===== src/rtl/mem_arbiter.sv =====
// rtl/mem_arbiter.sv - CPU/debug memory arbiter with zero-latency grant and routed read return.
// Build option: MEM_ARB_ROUND_ROBIN_EN replaces fixed DBG priority and starvation guard with round-robin.
module mem_arbiter (
   input  logic       clk,
   input  logic       rst,
   input  logic       cpu_req,
   input  logic       cpu_we,
   input  logic [7:0] cpu_addr,
   input  logic [7:0] cpu_wdata,
   output logic       cpu_gnt,
   output logic       cpu_stall,
   output logic       cpu_rvalid,
   output logic [7:0] cpu_rdata,
   input  logic       dbg_req,
   input  logic       dbg_we,
   input  logic [7:0] dbg_addr,
   input  logic [7:0] dbg_wdata,
   output logic       dbg_gnt,
   output logic       dbg_rvalid,
   output logic [7:0] dbg_rdata,
   output logic       mem_en,
   output logic       mem_we,
   output logic [7:0] mem_addr,
   output logic [7:0] mem_wdata,
   input  logic [7:0] mem_rdata
);

   typedef enum logic [1:0] {OWN_IDLE, OWN_CPU, OWN_DBG} owner_t;

   owner_t r_owner;
   owner_t w_owner_nxt;
   logic   r_rd_pend;
   logic   w_pick_cpu;

`ifdef MEM_ARB_ROUND_ROBIN_EN
   // Set when CPU won the most recent contested cycle; reset value makes DBG win first.
   logic r_rr_last_cpu;

   always_ff @(posedge clk) begin
      if (!rst)
         r_rr_last_cpu <= 1'b1;
      else if (cpu_req && dbg_req)
         r_rr_last_cpu <= w_pick_cpu;
   end

   assign w_pick_cpu = !r_rr_last_cpu;
`else
   // r_burst counts contested DBG wins; the win seen at count 3 arms r_force_cpu for the next contest.
   logic [1:0] r_burst;
   logic       r_force_cpu;

   always_ff @(posedge clk) begin
      if (!rst || !cpu_req || cpu_gnt) begin
         r_burst     <= 2'd0;
         r_force_cpu <= 1'b0;
      end else if (dbg_gnt) begin
         if (r_burst == 2'd3)
            r_force_cpu <= 1'b1;
         else
            r_burst <= r_burst + 2'd1;
      end
   end

   assign w_pick_cpu = r_force_cpu;
`endif

   always_comb begin
      cpu_gnt     = 1'b0;
      dbg_gnt     = 1'b0;
      w_owner_nxt = OWN_IDLE;
      if (rst) begin
         if (cpu_req && dbg_req) begin
            cpu_gnt = w_pick_cpu;
            dbg_gnt = !w_pick_cpu;
         end else begin
            cpu_gnt = cpu_req;
            dbg_gnt = dbg_req;
         end
      end
      if (cpu_gnt)
         w_owner_nxt = OWN_CPU;
      else if (dbg_gnt)
         w_owner_nxt = OWN_DBG;
   end

   // The owner register doubles as the read-return router: it names last cycle's winner.
   always_ff @(posedge clk) begin
      if (!rst) begin
         r_owner   <= OWN_IDLE;
         r_rd_pend <= 1'b0;
      end else begin
         r_owner   <= w_owner_nxt;
         r_rd_pend <= mem_en && !mem_we;
      end
   end

   assign cpu_stall  = rst && cpu_req && !cpu_gnt;
   assign mem_en     = cpu_gnt || dbg_gnt;
   assign mem_we     = cpu_gnt ? cpu_we    : (dbg_gnt ? dbg_we    : 1'b0);
   assign mem_addr   = cpu_gnt ? cpu_addr  : (dbg_gnt ? dbg_addr  : 8'h00);
   assign mem_wdata  = cpu_gnt ? cpu_wdata : (dbg_gnt ? dbg_wdata : 8'h00);

   assign cpu_rvalid = rst && r_rd_pend && (r_owner == OWN_CPU);
   assign dbg_rvalid = rst && r_rd_pend && (r_owner == OWN_DBG);
   assign cpu_rdata  = cpu_rvalid ? mem_rdata : 8'h00;
   assign dbg_rdata  = dbg_rvalid ? mem_rdata : 8'h00;

endmodule

===== config.mk =====
export PLATFORM = sky130hd
export DESIGN_NAME = mem_arbiter
export DESIGN_NICKNAME = d
export VERILOG_FILES = /design/src/rtl/mem_arbiter.sv
export SDC_FILE = /design/constraint.sdc
export NUM_CORES = 1
export LEC_CHECK = 0
export CAP_MARGIN = 20
export CORE_MARGIN = 4
export CORE_UTILIZATION = 24
export CTS_CLUSTER_DIAMETER = 30
export DETAILED_ROUTE_END_ITERATION = 7
export PLACE_DENSITY_LB_ADDON = 0.1
export SETUP_SLACK_MARGIN = 0.1
export SYNTH_ARGS = -nofsm -noshare
export SYNTH_HDL_FRONTEND = slang
export SYNTH_SLANG_ARGS = --single-unit
export TNS_END_PERCENT = 5

===== constraint.sdc =====
create_clock -name clk -period 2.05 [get_ports clk]
set_input_delay 0.41 -clock clk [delete_from_list [all_inputs] [get_ports clk]]
set_output_delay 0.41 -clock clk [all_outputs]
set_load 0.01 [all_outputs]

Yosys cells after proc, flatten, opt, wreduce, memory -nomap -nowiden
Index checks and enable logic that the tools add are counted.
{ "totals": {"register_bits": 6, "latch_bits": 0, "ram_bits": 0, "romBits": 0, "in_bits": 46, "out_inout_bits": 39, "wordCells": 43, "memories": 0} }
{ "classes": {"n_addsub": 1, "n_mul": 0, "div_mod_pow": 0, "order_cmp": 0, "n_eq_ne": 3, "shifts": 0, "mux": 14, "n_bitwise": 2, "reduce_logical": 18} }
{ "op_table": {"columns": ["op", "count"], "rows": [
  ["$mux W8", 6],
  ["$logic_and A1 B1 Y1", 7],
  ["$mux W1", 7],
  ["$logic_not A1 Y1", 5],
  ["$eq A2 B2 Y1 const B", 2],
  ["$reduce_and A2 Y1", 2],
  ["$logic_or A1 B1 Y1", 3],
  ["$add A2 B1 Y2 const B", 1],
  ["$eq A2 B1 Y1 const B", 1],
  ["$mux W2", 1],
  ["$not A1 Y1", 2],
  ["$reduce_or A2 Y1", 1]
]} }

Logic depth before layout (Yosys ltp)
{ "depth": {"ltp_word": 7, "mapped_depth": 5, "depth_no_buf": 4} }

Least setup slack after synthesis
OpenSTA, ideal clock, no wires.
{ "synth_path": {"path_type": "input -> output", "start": "input port dbg_req", "end": "output port mem_addr[5]", "arrival_ns": 1.277, "required_ns": 1.640, "path_slack_ns": 0.363, "stages": 4, "path_buffers": 1, "cell_sequence": "nor2b_1 nor2_2 buf_2 a22o_1"} }
{ "synth_via": {"elab_cells_between_ends": 7, "classes_between": "mux (6); reduce/logical (1)"} }
{ "synth_rtl": {"columns": ["element", "line_no", "source"], "rows": [
  ["start, declared", "14", "input logic dbg_req,"],
  ["$logic_and A1 B1 Y1", "72", "if (cpu_req && dbg_req) begin"],
  ["$mux W1", "72", null],
  ["$mux W1", "71", "if (rst) begin"],
  ["named net cpu_gnt", "10", "output logic cpu_gnt,"],
  ["$mux W8", "100", "assign mem_addr = cpu_gnt ? cpu_addr : (dbg_gnt ? dbg_addr : 8'h00);"],
  ["end, declared", "23", "output logic [7:0] mem_addr,"]
]} }
The timed path passes the listed nets, and every way through them passes these cells.

Final worst setup path
{ "layout_path": {"start": "input port cpu_req", "end": "output port mem_addr[2]"} }
{ "layout_via": {"elab_chain_cells": 5, "elab_cells_between_ends": 7, "classes_between": "mux (6); reduce/logical (1)"} }
{ "layout_lines": {"columns": ["element", "line_no", "source"], "rows": [
  ["start, declared", "6", "input logic cpu_req,"],
  ["$logic_and A1 B1 Y1", "72", null],
  ["$mux W1", "72", null],
  ["$mux W1", "71", null],
  ["$mux W8", "100", null],
  ["$mux W8 (*)", "100", null]
]} }
Every way passes the cells marked *; elsewhere a longest branch is shown, timed or not.

==> out/metrics.csv <==
metric;value;unit
synth_top_family_by_area;simple AND/OR/NAND/NOR gates;
wirelength;2360;um
synth_edf_count;0;
switching_share;0.252;
drc;0;
numCtsBuffers;3;
viasPerCell;4.71;
grt_remaining_overflow;0;
cp_max_fo;19;
first_pass_iters;4;
synth_nets;113;
num_antenna_cells;0;
final_nets;208;
timing.rr.end;r_burst[0];
fillers;194;
area_growth;167;%
slew_violations;0;
final.hold.worst_slack;0.484;ns
reg2reg_slack;0.75;ns
fin_crit_sh;0.941;
synth-compound-area-share;0.338;
place.gp.congestion;0.718;
clk_pin_slew;0.04;ns
clock-root-buffer;clkbuf_4;
die_w;56.1;um
clkPwrFrac;0.249;
die_y;56.1;um
ys_types;20;
vias;881;
tritoncts;done;
start_util;0.251;
antenna_found_initial;0;
synth-simple-area-share;0.360;
rows;17;
grt_pass1_wl;3800;um
clk_latency;0.24;ns
ctsHoldBuffers;0;
p_sw;109;uW
seq_power_share;0.285;
post-place-ws;-0.482;ns
slew_headroom;0.803;
post-route-util;0.671;
crit-reg2reg-launch;r_burst[0];
worst_ir_drop_vdd;0.000315;V
clock_sinks;6;
rsz0062_at_grt;true;
io_pins;85;
synthTopCellsByArea;a22o_1, dfxtp_1, and2_1;
syn_area;556;um2
worstPathRequired;1.64;ns
power.internal;322;uW
power.density;290;nW/um2
post_drt_wl_per_cell;12.6;um
portBuffers;84;
seq_area_frac_synth;0.216;
cts_htree_levels;1;
design_area;1490;um2
antenna_left;0;
grt_max_degree;20;
synth_area_leader_cell;a22o_1;
synth_ff_type;dfxtp_1;
synth-seq-cells;6;
yosysWarnings;0;
fmax;518;MHz
finalSetupTns;0;ns
cts_setup_buffers;0;
synth_async_sr_flop_share;0;
status;complete, no violations;
synth_top_area_share;0.268;
hpwl;2070;um
drt_iter0_drc;25;
die_area;3150;um2
first_global_vias;909;
placed_cell_area;1500;um2
hold_viol;0;
synth_xor_area_frac;0;
layout-drive-gt1-share;0.132;
synthMuxAreaShare;0;
setup_violations;0;
reg2regPathDepth;3;
coreArea;2210;um2
ys_top_cells_by_count;a22o_1, and2_1, dfxtp_1;
grt_usage;0.149;
clockBufferDepth;2;
worstSetupPathType;input pin to primary output;
worstMarginPinSlew;0.293;ns
cp.arrival;1.52;ns
syn_area_per_cell;8.42;um2
startpoint;cpu_req;
synthAdderAreaFrac;0.0225;
pwr-share-comb;0.466;
finalClockSkew;0.000141;ns
hold_path.class;flip-flop to flip-flop;
leakagePower;0.751;nW
maxCapViolCount;0;
critPathLaunchType;input pin;
synth_cells;66;
layout_setup_ws;0.121;ns
finalCriticalPeriod;1.93;ns
cp-endpoint;mem_addr[2];
setup.worst_path.end_class;primary output;
## through the flow
| step | cells | power, mW |
|---|---|---|
| finish | 187 | 0.431 |
| global route | 187 | 0.459 |
| CTS | 187 | 0.438 |
| detailed placement | 184 | 0.345 |
| global placement | 184 | 0.340 |
| floorplan | 66 | 0.183 |
## routing by layer
metal	GRT usage	wire [um]	vias up
li1	-	-	438
met1	0.144	798	391
met2	0.295	1280	50
met3	0.0534	263	2
met4	0.0305	12	0
met5	0	0	-
## layout by cell type (no fill, tap or decap), drive strengths merged
cell type / n
a22o: 17
dlygate4sd2: 31
a221oi: 1
or4b: 1
clkbuf: 4
or4: 1
nand3: 1
clkdlybuf4s50: 43
clkdlybuf4s15: 9
nor3b: 2
o31ai: 2
inv: 2
dfxtp: 6
a21oi: 2
nor2b: 1
ha: 1
o21ai: 1
nand2: 3
and2: 18
buf: 9
nor2: 4
## worst min-delay path by stage
stage / start / end / cells past startpoint
final: r_burst[1] / r_burst[1] / 2
after global routing: r_burst[1] / r_burst[1] / 2
after CTS: r_burst[1] / r_burst[1] / 2
after detailed placement: r_burst[1] / r_burst[1] / 2
after global placement: r_burst[1] / r_burst[1] / 2
after floorplan: r_burst[1] / r_burst[1] / 2
## state kept, by name (all words and copies together) (netlist names)
name	flops
r_owner	2
r_burst	2
r_rd_pend	1
r_force_cpu	1
## cell families after synthesis
group | after synthesis
DFF | 6
AOI/OAI and AO/OA | 23
adders and majority gates | 1
and+or+nand+nor | 31
buffers and inverters | 5
## layout make-up
type	count	area [um2]	share of cell area
sequential	6	120	0.0809
inverter	2	7.51	0.00505
clock buffer	3	22.5	0.0152
multi-input combinational	55	408	0.275
tap	28	35.0	0.0236
timing repair buffer	93	892	0.601
## what timing repair did
| action | in CTS | in global routing |
|---|---|---|
| pin swaps | 0 | 0 |
| resized for setup | 53 | 3 |
| endpoints found under the setup margin | 39 | 19 |
## worst max-delay path, stage by stage
cell and delay, ns:
dlygate4sd2_1 0.26, and2_4 0.17, nor2_2 0.12, buf_12 0.16, a22o_1 0.12, dlygate4sd2_1 0.26
## power groups by stage
stage	clock network [mW]	logic, mW	registers, mW
global placement	0	0.216	0.125
global route	0.120	0.216	0.123
CTS	0.113	0.203	0.123
finish	0.107	0.201	0.123
detailed placement	0	0.220	0.125
floorplan	0	0.0583	0.124
Note: power is estimated with default switching activity, not from simulation.
